$ cat config.mk
export PLATFORM = sky130hd
export DESIGN_NAME = nn_pixel_feeder
export DESIGN_NICKNAME = d
export VERILOG_FILES = /design/src/rtl/nn_pkg.sv /design/src/rtl/nn_pixel_fifo.sv /design/src/rtl/nn_pixel_feeder.sv
export SDC_FILE = /design/constraint.sdc
export NUM_CORES = 1
export LEC_CHECK = 0
export ABC_AREA = 1
export CAP_MARGIN = 10
export CORE_ASPECT_RATIO = 0.6
export CORE_MARGIN = 1
export CORE_UTILIZATION = 45
export CTS_CLUSTER_DIAMETER = 150
export DETAILED_ROUTE_END_ITERATION = 7
export HOLD_SLACK_MARGIN = 0.08
export PLACE_DENSITY_LB_ADDON = 0.12
export SYNTH_ARGS = -nofsm -noshare
export SYNTH_HDL_FRONTEND = slang
export SYNTH_SLANG_ARGS = --single-unit
$ cat constraint.sdc
create_clock -name up_clk -period 8.6 [get_ports up_clk]
set_clock_uncertainty 0.15 [all_clocks]
set_input_delay 2.58 -clock up_clk [delete_from_list [all_inputs] [get_ports up_clk]]
set_output_delay 2.58 -clock up_clk [all_outputs]
set_load 0.005 [all_outputs]
$ cat src/rtl/nn_pkg.sv
// Shared constants and FSM encoding for the digit-recognition pixel feeder.
// Everything that sits upstream of the nn core imports this package.
package nn_pkg;

  localparam int NN_BITS           = 24;
  localparam int NN_PIXELS         = 784;
  localparam int NN_CNT_W          = 10;
  localparam int NN_FIFO_DEPTH     = 16;
  localparam int NN_RESULT_LATENCY = 4;

  typedef enum logic [1:0] {
    ST_IDLE   = 2'd0,
    ST_STREAM = 2'd1,
    ST_WAIT   = 2'd2,
    ST_DONE   = 2'd3
  } nn_state_t;

endpackage

$ cat src/rtl/nn_pixel_fifo.sv
// Small synchronous pixel FIFO with a registered ready flag and a flush input.
// There is no bypass path: a word written into an empty FIFO is poppable next cycle.
module nn_pixel_fifo
  import nn_pkg::*;
#(
  parameter int BITS       = NN_BITS,
  parameter int FIFO_DEPTH = NN_FIFO_DEPTH
) (
  input  logic            clk,
  input  logic            rst_n,
  input  logic            i_clear,
  input  logic            i_push,
  input  logic [BITS-1:0] i_data,
  input  logic            i_pop,
  output logic [BITS-1:0] o_data,
  output logic            o_ready,
  output logic            o_empty
);

  localparam int AW = $clog2(FIFO_DEPTH);
  localparam int CW = AW + 1;

  logic [BITS-1:0] r_mem [FIFO_DEPTH];
  logic [AW-1:0]   r_wr_ptr;
  logic [AW-1:0]   r_rd_ptr;
  logic [CW-1:0]   r_count;
  logic            r_ready;
  logic            w_push;
  logic            w_pop;
  logic [CW-1:0]   w_count_nxt;

  assign w_push = i_push && r_ready;
  assign w_pop  = i_pop && (r_count != '0);

  always_comb begin
    w_count_nxt = r_count;
    case ({w_push, w_pop})
      2'b10:   w_count_nxt = r_count + CW'(1);
      2'b01:   w_count_nxt = r_count - CW'(1);
      default: w_count_nxt = r_count;
    endcase
  end

  // Ready is registered from the next occupancy, so it reflects !full without any
  // combinational dependence on this cycle's pop; it stays low while reset is held.
  always_ff @(posedge clk or negedge rst_n) begin
    if (!rst_n) begin
      r_wr_ptr <= '0;
      r_rd_ptr <= '0;
      r_count  <= '0;
      r_ready  <= 1'b0;
    end else if (i_clear) begin
      r_wr_ptr <= '0;
      r_rd_ptr <= '0;
      r_count  <= '0;
      r_ready  <= 1'b1;
    end else begin
      if (w_push) r_wr_ptr <= r_wr_ptr + AW'(1);
      if (w_pop)  r_rd_ptr <= r_rd_ptr + AW'(1);
      r_count <= w_count_nxt;
      r_ready <= (w_count_nxt != CW'(FIFO_DEPTH));
    end
  end

  always_ff @(posedge clk) begin
    if (w_push && !i_clear) r_mem[r_wr_ptr] <= i_data;
  end

  assign o_data  = r_mem[r_rd_ptr];
  assign o_ready = r_ready;
  assign o_empty = (r_count == '0);

endmodule

$ cat src/rtl/nn_pixel_feeder.sv
// Sequences one frame of buffered pixels into the nn core, then captures its prediction
// a fixed number of cycles after the last pixel has been presented.
module nn_pixel_feeder
  import nn_pkg::*;
#(
  parameter int BITS           = NN_BITS,
  parameter int NUM_PIXELS     = NN_PIXELS,
  parameter int CNT_W          = NN_CNT_W,
  parameter int FIFO_DEPTH     = NN_FIFO_DEPTH,
  parameter int RESULT_LATENCY = NN_RESULT_LATENCY
) (
  input  logic             up_clk,
  input  logic             up_rstn,
  input  logic             start,
  input  logic             clear,
  input  logic             in_valid,
  input  logic [BITS-1:0]  in_pixel,
  output logic             in_ready,
  output logic [CNT_W-1:0] pixel_counter,
  output logic [BITS-1:0]  input_pixel,
  output logic             pixel_valid,
  input  logic [BITS-1:0]  predict_num,
  output logic [BITS-1:0]  result,
  output logic             result_valid,
  output logic             busy
);

  localparam int LAT_W = $clog2(RESULT_LATENCY + 1);

  nn_state_t        r_state, w_state_nxt;
  logic [CNT_W-1:0] r_idx, w_idx_nxt;
  logic [LAT_W-1:0] r_lat_cnt, w_lat_nxt;
  logic [CNT_W-1:0] r_pixel_counter, w_pc_nxt;
  logic [BITS-1:0]  r_input_pixel, w_px_nxt;
  logic             r_pixel_valid, w_pv_nxt;
  logic [BITS-1:0]  r_result, w_res_nxt;
  logic             r_result_valid, w_rv_nxt;
  logic             r_busy, w_busy_nxt;
  logic             w_pop;
  logic [BITS-1:0]  w_fifo_data;
  logic             w_fifo_empty;
  logic             w_fifo_ready;

  nn_pixel_fifo #(
    .BITS       (BITS),
    .FIFO_DEPTH (FIFO_DEPTH)
  ) u_fifo (
    .clk     (up_clk),
    .rst_n   (up_rstn),
    .i_clear (clear),
    .i_push  (in_valid),
    .i_data  (in_pixel),
    .i_pop   (w_pop),
    .o_data  (w_fifo_data),
    .o_ready (w_fifo_ready),
    .o_empty (w_fifo_empty)
  );

  // The pixel outputs default to the out-of-range sentinel every cycle, so the core
  // only ever sees a real index on cycles where a pixel was actually popped.
  always_comb begin
    w_state_nxt = r_state;
    w_idx_nxt   = r_idx;
    w_lat_nxt   = r_lat_cnt;
    w_pc_nxt    = CNT_W'(NUM_PIXELS);
    w_px_nxt    = '0;
    w_pv_nxt    = 1'b0;
    w_res_nxt   = r_result;
    w_rv_nxt    = r_result_valid;
    w_pop       = 1'b0;

    case (r_state)
      ST_IDLE, ST_DONE: begin
        if (start) begin
          w_state_nxt = ST_STREAM;
          w_idx_nxt   = '0;
          w_rv_nxt    = 1'b0;
        end
      end
      ST_STREAM: begin
        if (!w_fifo_empty) begin
          w_pop     = 1'b1;
          w_pc_nxt  = r_idx;
          w_px_nxt  = w_fifo_data;
          w_pv_nxt  = 1'b1;
          w_idx_nxt = r_idx + CNT_W'(1);
          if (r_idx == CNT_W'(NUM_PIXELS - 1)) begin
            w_state_nxt = ST_WAIT;
            w_lat_nxt   = '0;
          end
        end
      end
      ST_WAIT: begin
        w_lat_nxt = r_lat_cnt + LAT_W'(1);
        if (r_lat_cnt == LAT_W'(RESULT_LATENCY - 1)) begin
          w_res_nxt   = predict_num;
          w_rv_nxt    = 1'b1;
          w_state_nxt = ST_DONE;
        end
      end
      default: w_state_nxt = ST_IDLE;
    endcase

    if (clear) begin
      w_state_nxt = ST_IDLE;
      w_idx_nxt   = '0;
      w_lat_nxt   = '0;
      w_pc_nxt    = CNT_W'(NUM_PIXELS);
      w_px_nxt    = '0;
      w_pv_nxt    = 1'b0;
      w_res_nxt   = '0;
      w_rv_nxt    = 1'b0;
      w_pop       = 1'b0;
    end

    w_busy_nxt = (w_state_nxt == ST_STREAM) || (w_state_nxt == ST_WAIT);
  end

  always_ff @(posedge up_clk or negedge up_rstn) begin
    if (!up_rstn) begin
      r_state         <= ST_IDLE;
      r_idx           <= '0;
      r_lat_cnt       <= '0;
      r_pixel_counter <= CNT_W'(NUM_PIXELS);
      r_input_pixel   <= '0;
      r_pixel_valid   <= 1'b0;
      r_result        <= '0;
      r_result_valid  <= 1'b0;
      r_busy          <= 1'b0;
    end else begin
      r_state         <= w_state_nxt;
      r_idx           <= w_idx_nxt;
      r_lat_cnt       <= w_lat_nxt;
      r_pixel_counter <= w_pc_nxt;
      r_input_pixel   <= w_px_nxt;
      r_pixel_valid   <= w_pv_nxt;
      r_result        <= w_res_nxt;
      r_result_valid  <= w_rv_nxt;
      r_busy          <= w_busy_nxt;
    end
  end

  assign in_ready      = w_fifo_ready;
  assign pixel_counter = r_pixel_counter;
  assign input_pixel   = r_input_pixel;
  assign pixel_valid   = r_pixel_valid;
  assign result        = r_result;
  assign result_valid  = r_result_valid;
  assign busy          = r_busy;

endmodule

==> key figures, run 1 <==
STA
  – Final Hold Viols: 0
  – Tcrit/Tclk final: 0.6128
  – Total Neg Setup Slack: 0 ps
  – Max Slew Vio Count: 0
  – Worst slew margin: 0.2415
  – Unrepaired setup endpoints after global routing: no
  – Highest clock rate: 0.1898 GHz
  – Hold slack: 354.4 ps
  – Min Tclk post-route: 5270 ps
  – Setup violations, final: 0
  – Measured slew at the worst slew-check pin: 1138 ps

Global routing
  – Gr usage total: 0.2267
  – Gr ovfl total: 0
  – Vias in the first global route: 11809
  – Initial antenna violation count: 0
  – First-pass GRT wire length: 73.15 mm
  – Largest net degree at the start of global routing: 100

Logic synthesis
  – Number of synthesized flops with an enable pin: 384
  – Synth warnings: 0
  – Syn nets: 1548
  – Syn avg cell area: 12.68 um^2
  – Post-synthesis sequential area ratio: 0.7335
  – #FFs+latches synth: 474
  – Mapped Cells: 1482
  – Mapped cell area: 18800 um^2
  – Main synth FF type: edfxtp_1
  – Async S/R FF share, synth: 0.1899
  – Post-synth cell types: 40

Routing
  – Avg WL per Cell: 21.80 um
  – Routed wire length: 47.47 mm
  – Iter 0 DRT Violations: 1283
  – DR vias/cell: 5.533
  – Vias: 12045
  – Initial DRT Pass Iterations: 5
  – Antenna viol nets, final: 0
  – Remaining DRCs: 0

CTS
  – Setup bufs post-CTS: 0
  – Clock Latency Late Sink: 570 ps
  – Clk sinks: 474
  – Clk buf depth: 3
  – Cts hold-fix bufs: 0
  – H-tree Lvls: 2
  – CTS buffer count: 45
  – Clock transition at path regs: 70 ps
  – CTS tree: done
  – Cells resized by post-CTS repair: 0
  – Root Buffer: clkbuf_16

Worst setup path
  – CP Cell Sequence: clkdlybuf4s50_1 -> nand2_1 -> nor2_1 -> clkinv_1 -> nor3_2 -> buf_4
  – Worst Path Max Fanout: 16
  – Crit path largest cell delay: 880 ps
  – CP max-delay cell: nor3_2
  – WP data required: 8690 ps
  – Crit start category: primary input
  – Crit path DAT: 5360 ps
  – Crit end category: flip-flop
  – CP Class: primary input to flip-flop

Min path
  – Worst hold path type: flip-flop to flip-flop

Cells and area
  – Nets: 1646
  – Most frequent cells in the layout: edfxtp_1, nand2_1, o21ai_0
  – Layout cells sized above 1: 0.08720
  – Most common cell after layout, fill and taps aside: edfxtp_1
  – Area growth syn-to-layout: 16.26%
  – Ant diodes: 0

Place
  – HPWL Detailed: 25.80 mm
  – Port bufs: 114
  – Routability cong.: 0.8294

Floorplan
  – Rows: 57
  – Total I/O pin count: 115
  – Die height: 160.3 um
  – Core area: 40790 um^2
  – Initial Util: 0.4608
  – Die area: 42620 um^2
  – Chip Width: 265.9 um

Outcome
  – Status: finished, final reports clean

Power and ir drop
  – Peak supply drop: 0.0001602 V
  – Leakage: 7.828 nW
  – PD cells: 247.2 nW/um^2

Job
  – Max-cap viol count: 0
## routing by layer
metal	GRT usage	vias to the layer above	wire, um
li1	-	5568	-
met2	0.3317	371	20580
met4	0.04833	0	682
met1	0.3547	6050	23220
met5	0	-	0
met3	0.03833	56	2983
## registers in the layout, indices dropped and copies added, names as in the netlist, 2 cells and up
name and flops:
u_fifo.r_mem 384, input_pixel 24, result 24, pixel_counter 10
r_idx 10, u_fifo.r_count 5, u_fifo.r_rd_ptr 4, u_fifo.r_wr_ptr 4
r_lat_cnt 3, r_state 2
## critical path, delay by kind of cell
kind / cells / cell delay (ps)
AND/OR/NAND/NOR: 3 / 1450
buffers and inverters: 3 / 1310
## cell type report
| cell class | count | area, um^2 |
|---|---|---|
| Tap cell | 560 | 700.7 |
| Multi-Input combinational cell | 834 | 4367 |
| Sequential cell | 474 | 13790 |
| Clock buffer | 58 | 1175 |
| Inverter | 88 | 332.8 |
| Clock inverter | 26 | 173.9 |
| Timing Repair Buffer | 137 | 1311 |
| Fill cell | 3530 | 18940 |
## synth_stat cells (2+ instances only)
library cell,n,area [um^2]
edfxtp_1,384,11530
o21ai_1,10,50.05
nand4_1,34,212.7
dfrtp_1,87,2177
buf_6,2,22.52
nor3_1,18,90.09
nor2_4,2,22.52
inv_1,77,289.0
ha_1,13,162.7
nand2_1,185,694.4
nand3_4,2,35.03
a31oi_1,5,31.28
clkbuf_1,39,146.4
buf_1,7,26.28
xor2_1,2,17.52
a21oi_1,82,410.4
a22oi_1,5,37.54
nor2_1,150,563.0
nand3_2,2,20.02
inv_2,8,30.03
nand2_2,7,43.79
buf_2,27,135.1
o221ai_1,44,385.4
o21a_1,2,15.01
clkinv_1,3,11.26
a32o_1,13,130.1
or2_2,2,12.51
dfstp_2,3,78.83
nand3_1,92,460.4
o31ai_1,2,15.01
nor2_2,7,43.79
o21ai_0,148,740.7
buf_4,11,82.58
## through the flow
step | instances | power [W] | area, um^2 | utilization | setup slack [ps]
after global placement | 2093 | 0.003576 | 20500 | 0.5026 | 2833
final | 2177 | 0.005401 | 21850 | 0.5357 | 3330
after global routing | 2177 | 0.005653 | 21850 | 0.5357 | 3216
after floorplan | 1482 | 0.003275 | 18800 | - | 2993
after CTS | 2177 | 0.005445 | 21850 | 0.5357 | 3382
after detailed placement | 2093 | 0.003587 | 20500 | 0.5026 | 2787
## cell families after synthesis
family	count (synthesis)	share of synthesized area
xor gates and xnor gates	3	0.001398
DFF	474	0.7335
and+or+nand+nor	505	0.1194
AOI/OAI and AO/OA	313	0.09752
buffers and inverters	174	0.03954
adders and majority gates	13	0.008654
## where the power goes
part           total [W]  switching, W  internal (W)
Clock            0.00186      0.000859       0.00100
Combinational   0.000908      0.000621      0.000287
Sequential       0.00263     0.0000773       0.00255
## path summary, 6_finish.rpt
kind / start / end / slack, ps / cells past startpoint
worst max-delay path: in_valid / u_fifo.r_mem[7][21] / 3330 / 6
worst min-delay path: r_lat_cnt[2] / r_lat_cnt[2] / 350 / 2
worst max register to register: u_fifo.r_rd_ptr[0] / input_pixel[4] / 4890 / 6
worst min register to register: r_lat_cnt[2] / r_lat_cnt[2] / 350 / 2
max in group asynchronous: up_rstn / u_fifo.r_rd_ptr[0] / 5270 / 2
min in group asynchronous: up_rstn / pixel_counter[5] / 1910 / 1
Note: power is estimated with default switching activity, not from simulation.
==> run 2, diff against run 1 <==
==> constraint.sdc (replaced) <==
create_clock -name up_clk -period 4.4 [get_ports up_clk]
set_clock_uncertainty 0.15 [all_clocks]
set_input_delay 1.32 -clock up_clk [delete_from_list [all_inputs] [get_ports up_clk]]
set_output_delay 1.32 -clock up_clk [all_outputs]
set_load 0.005 [all_outputs]
==> run 2 against run 1 <==
Flip-flop and latch count did not move. Critical path depth unchanged. Global-route usage increased by 0.12 points. Sequential share of layout area down 1.2 points. Count of clock-buffer cells in the layout shrank 2. Sequential power up 93%.
==> key figures, run 2 (same netlist as run 1, synthesis figures left out) <==
Worst setup path
  – Crit end category: flip-flop
  – Crit path DAT: 3490 ps
  – WP data required: 4440 ps
  – Worst Path Max Fanout: 24
  – Crit start category: primary input
  – CP Class: primary input to flip-flop

CTS
  – Clk buf depth: 3
  – Setup bufs post-CTS: 0
  – CTS buffer count: 45
  – Root Buffer: clkbuf_16
  – Cells resized by post-CTS repair: 0
  – Clk sinks: 474
  – H-tree Lvls: 2
  – CTS tree: done
  – Clock Latency Late Sink: 550 ps
  – Cts hold-fix bufs: 0
  – Clock transition at path regs: 60 ps

Cells and area
  – Ant diodes: 0
  – Biggest register: u_fifo.r_mem
  – Layout Cells excl Fill: 2195
  – Largest register FFs: 384
  – Most common cell after layout, fill and taps aside: edfxtp_1
  – Most frequent cells in the layout: edfxtp_1, nand2_1, o21ai_0
  – Layout cells sized above 1: 0.1034
  – Fill cells: 3449
  – Area growth syn-to-layout: 18.46%
  – Nets: 1665

Global routing
  – Gr usage total: 0.2278
  – Vias in the first global route: 11569
  – Initial antenna violation count: 1
  – Gr ovfl total: 0
  – First-pass GRT wire length: 73.20 mm
  – Largest net degree at the start of global routing: 94

STA
  – Tcrit/Tclk final: 0.7836
  – Measured slew at the worst slew-check pin: 961.5 ps
  – Total Neg Setup Slack: 0 ps
  – Min Tclk post-route: 3448 ps
  – Setup violations, final: 0
  – Max Slew Vio Count: 0
  – Unrepaired setup endpoints after global routing: no
  – Final Hold Viols: 0
  – Highest clock rate: 0.2901 GHz
  – Worst slew margin: 0.3590
  – Hold slack: 348.3 ps

Place
  – Routability cong.: 0.8136
  – Port bufs: 114
  – HPWL Detailed: 28.27 mm
  – Placed insts: 2112

Floorplan
  – Initial Util: 0.4608
  – Die area: 42620 um^2
  – Total I/O pin count: 115
  – Chip Width: 265.9 um
  – Core area: 40790 um^2
  – Rows: 57
  – Die height: 160.3 um

Routing
  – Avg WL per Cell: 21.82 um
  – DR vias/cell: 5.484
  – Vias: 12037
  – Iter 0 DRT Violations: 1220
  – Remaining DRCs: 0
  – Antenna viol nets, final: 0
  – Initial DRT Pass Iterations: 5
  – Routed wire length: 47.89 mm

Power and ir drop
  – Sequential Power Share: 0.458
  – Combinational power share: 0.175
  – Total Power: 0.01108 W
  – Psw: 0.003088 W
  – Internal power: 0.007996 W
  – Leakage: 8.040 nW
  – Sw Share: 0.2786
  – PD cells: 497.8 nW/um^2
  – Clock share of power: 0.367
  – Peak supply drop: 0.0002614 V

Min path
  – Worst hold path type: flip-flop to flip-flop

Job
  – Max-cap viol count: 0

Outcome
  – Status: finished, final reports clean
==> run 2: cell types whose count changed in the layout (fill, tap and decap cells not counted), sizes merged <==
cell      previous run  this run
clkinv              25        18
buf                 24        43
clkinvlp             1         3
bufinv               1         7
clkbuf              58        56
==> run 2: path summary, 6_finish.rpt <==
kind | startpoint | endpoint | slack [ps] | cells past startpoint
max | in_valid | u_fifo.r_mem[1][7] | 950 | 6
min | result_valid | result_valid | 350 | 2
max reg2reg | r_lat_cnt[0] | result[6] | 1620 | 6
min reg2reg | result_valid | result_valid | 350 | 2
max in group asynchronous | up_rstn | input_pixel[9] | 2650 | 2
min in group asynchronous | up_rstn | pixel_counter[6] | 650 | 1
==> run 2: through the flow <==
stage / worst slack (ps) / utilization / cell area, um^2
global route: 818.5 / 0.5459 / 22270
detailed placement: 396.9 / 0.5079 / 20720
global placement: 514.9 / 0.5079 / 20720
finish: 952.3 / 0.5459 / 22270
floorplan: 52.66 / - / 18800
CTS: 966.5 / 0.5459 / 22270
==> run 2: worst max-delay path, stage by stage <==
cell and delay [ps]:
clkdlybuf4s50_1 460, nand2_1 270, nor2_1 350, clkinv_1 410
nor3_2 220, buf_4 450
==> run 2: final cells by class <==
type / count / area [um^2] / share of cell area
clock buffer: 56 / 1230 / 0.05523
clock inverter: 27 / 316.6 / 0.01422
inverter: 88 / 332.8 / 0.01495
multi-input combinational: 834 / 4367 / 0.1961
sequential: 474 / 13790 / 0.6194
tap: 560 / 700.7 / 0.03147
timing repair buffer: 156 / 1529 / 0.06866
==> run 2: layer usage <==
layer  up-vias  wire length, um  global-route usage  share of wire
met1      5990            23130              0.3619           0.48
met4         0              478             0.03474          0.010
li1       5615                -                   -              -
met2       388            20430              0.3261           0.43
met5         -                0                   0              0
met3        44             3857             0.04799          0.081
==> run 2: power by group through the flow <==
stage | clock [W] | sequential (W) | combinational (W)
after global routing | 0.00433 | 0.00509 | 0.00217
after detailed placement | 0 | 0.00517 | 0.00194
after CTS | 0.00414 | 0.00507 | 0.00194
after global placement | 0 | 0.00516 | 0.00192
after floorplan | 0 | 0.00514 | 0.00126
final | 0.00407 | 0.00507 | 0.00194
==> edit, RTL diff (flow settings as in run 2) <==
The 4 states of `nn_state_t` get a one-hot encoding in 4 bits.
--- a/src/rtl/nn_pkg.sv
+++ b/src/rtl/nn_pkg.sv
@@ -8,11 +8,11 @@
   localparam int NN_FIFO_DEPTH     = 16;
   localparam int NN_RESULT_LATENCY = 4;
 
-  typedef enum logic [1:0] {
-    ST_IDLE   = 2'd0,
-    ST_STREAM = 2'd1,
-    ST_WAIT   = 2'd2,
-    ST_DONE   = 2'd3
+  typedef enum logic [3:0] {
+    ST_IDLE   = 4'b0001,
+    ST_STREAM = 4'b0010,
+    ST_WAIT   = 4'b0100,
+    ST_DONE   = 4'b1000
   } nn_state_t;
 
 endpackage
Behaviour: no difference found for any inputs over 4 cycles, from zero or initial values and one cycle with up_rstn low; so few cycles prove little.
==> edit against run 2 <==
Hold slack got worse by 0.027 ns; worst setup slack better by 0.22 ns; design area down 0.21%; synthesized area is essentially flat; sequential cell count increased by 2; global-route usage decreased by 0.36 points; routed wire length down 1.2%; highest routed layer is now met5; total power fell by 6.5%; die area about the same.
==> edit: results (changes against run 2) <==
- Run status: complete, no violations (unchanged).
- The top register by number of flip-flops is u_fifo.r_mem (unchanged).
- The worst IR drop on VDD is 474 uV (was 261 uV).
- The final RePlAce weighted congestion came to 0.864 (was 0.814).
- The mean routed wirelength per cell is 21.4 um (was 21.8 um).
- The number of distinct standard cells referenced by the synthesized netlist was 38 (was 40).
- The insertion delay of the later-clocked pin in the worst-skew pair was 0.55 ns (about the same).
- Leading post-synthesis cells by instance count: sky130_fd_sc_hd__edfxtp_1, sky130_fd_sc_hd__nand2_1, sky130_fd_sc_hd__o21ai_0, sky130_fd_sc_hd__nor2_1 (was sky130_fd_sc_hd__edfxtp_1, sky130_fd_sc_hd__nand2_1, sky130_fd_sc_hd__nor2_1, sky130_fd_sc_hd__o21ai_0, sky130_fd_sc_hd__nand3_1).
- The count of buffers from port buffering is 114 (unchanged).
- The detailed-routing iteration count for the pre-antenna-repair pass was 5 (unchanged).
- The mean number of vias per cell came to 5.50 (was 5.48).
- The half-perimeter wire length of the detailed placement result came to 28.7 mm (was 28.3 mm).
- The number of global-route vias before repair came to 11400 (was 11600).
- The class of the most critical hold timing path was register to register (unchanged).
- The largest net degree at the start of global routing is 236 (was 94).
- The sequential area share after synthesis is 73.7% (was 73.3%).
- The worst path arrival time is 3.28 ns (was 3.49 ns).
- The DRC violation total after the first TritonRoute iteration is 1104 (was 1220).
- The clock root buffer is sky130_fd_sc_hd__clkbuf_16 (unchanged).
- The transition time at the pin with the least slew margin was 1.04 ns (was 0.962 ns).
- The synthesized netlist net count was 1564 (was 1548).
- The cell leakage power came to 8.02 nW (was 8.04 nW).
- The area of placed instances is 20700 um2 (about the same).
- The total global-route track usage is 22.4% (was 22.8%).
- The fraction of layout cells with a size suffix above 1 is 9.28% (was 10.3%).
- The initial antenna violation count came to 3 (was 1).
- Dominant cells by area after synthesis: sky130_fd_sc_hd__edfxtp_1, sky130_fd_sc_hd__dfrtp_1, sky130_fd_sc_hd__o21ai_0 (unchanged).
- The wire length of the first global-routing pass is 71.6 mm (was 73.2 mm).
- The net total in the final layout was 1679 (was 1665).
- The maximum number of buffers from clock root to sink is 3 (unchanged).
- The worst reg-to-reg setup slack is 1.50 ns (was 1.62 ns).
- The sum of overflow across all layers after global routing is 0 (unchanged).
- The number of gates resized after cts came to 0 (unchanged).
- The number of buffers created by CTS is 44 (was 45).
- The async set-reset flop share out of synthesis is 19.3% (was 19.0%).
edit: cell type report:
cell class / count / area (um2)
Clock buffer: 59 / 1230
Multi-Input combinational cell: 845 / 4320
Fill cell: 3410 / 18600
Timing Repair Buffer: 154 / 1530
Inverter: 95 / 359
Tap cell: 560 / 701
Clock inverter: 19 / 243
Sequential cell: 476 / 13800
edit: final timing paths:
check | start | end | cells after the start
max in group asynchronous | up_rstn | r_state[0]$_DFF_PN1_ | 2
hold / removal | result[18]$_DFFE_PN0P_ | result[18]$_DFFE_PN0P_ | 2
hold reg to reg | result[18]$_DFFE_PN0P_ | result[18]$_DFFE_PN0P_ | 2
setup reg to reg | u_fifo.r_rd_ptr[1]$_DFFE_PN0P_ | input_pixel[9]$_DFF_PN0_ | 8
min in group asynchronous | up_rstn | pixel_counter[5]$_DFF_PN0_ | 1
setup / recovery | clear | u_fifo.r_mem[10][19]$_DFFE_PP_ | 5
edit: cells by family (layout without fill, tap and decap cells):
kind of cell               after synthesis  after routing  synth area share, %
xor gates and xnor gates                 5              5                0.233
DFF                                    476            476                 73.7
adders and majority gates               10             10                0.666
and+or+nand+nor                        521            521                 12.2
buffers and inverters                  180            327                 3.86
AOI/OAI and AO/OA                      309            309                 9.38
edit: through the flow:
| stage | power (mW) | hold WS [ns] | setup slack [ns] | cells |
|---|---|---|---|---|
| 2_1_floorplan | 6.01 | 0.314 | 0.177 | 1501 |
| 4_1_cts | 10.4 | 0.328 | 1.19 | 2208 |
| 6_report | 10.4 | 0.321 | 1.17 | 2208 |
| 5_1_grt | 10.8 | 0.347 | 0.969 | 2208 |
| 3_5_place_dp | 6.54 | 0.312 | 0.631 | 2130 |
| 3_3_place_gp | 6.53 | 0.304 | 0.648 | 2130 |
edit: critical path, stage by stage:
cell and delay [ns]:
sky130_fd_sc_hd__clkdlybuf4s50_1 0.58, sky130_fd_sc_hd__nor2_1 0.31, sky130_fd_sc_hd__clkinv_1 0.43, sky130_fd_sc_hd__nor3_2 0.22, sky130_fd_sc_hd__buf_4 0.39
edit: per-layer routing:
metal | global-route usage, % | vias to the layer above | share of wire [%]
met4 | 4.41 | 2 | 1.4
li1 | - | 5630 | -
met5 | 0 | - | 0.027
met3 | 4.90 | 68 | 8.1
met2 | 30.3 | 426 | 41
met1 | 36.6 | 6014 | 50
edit: report_power, final:
part / internal (mW) / leakage (nW) / switching (mW)
clock: 2.31 / 0.724 / 1.61
sequential: 4.99 / 4.71 / 0.0453
combinational: 0.371 / 2.58 / 1.05
total: 7.66 / 8.02 / 2.70
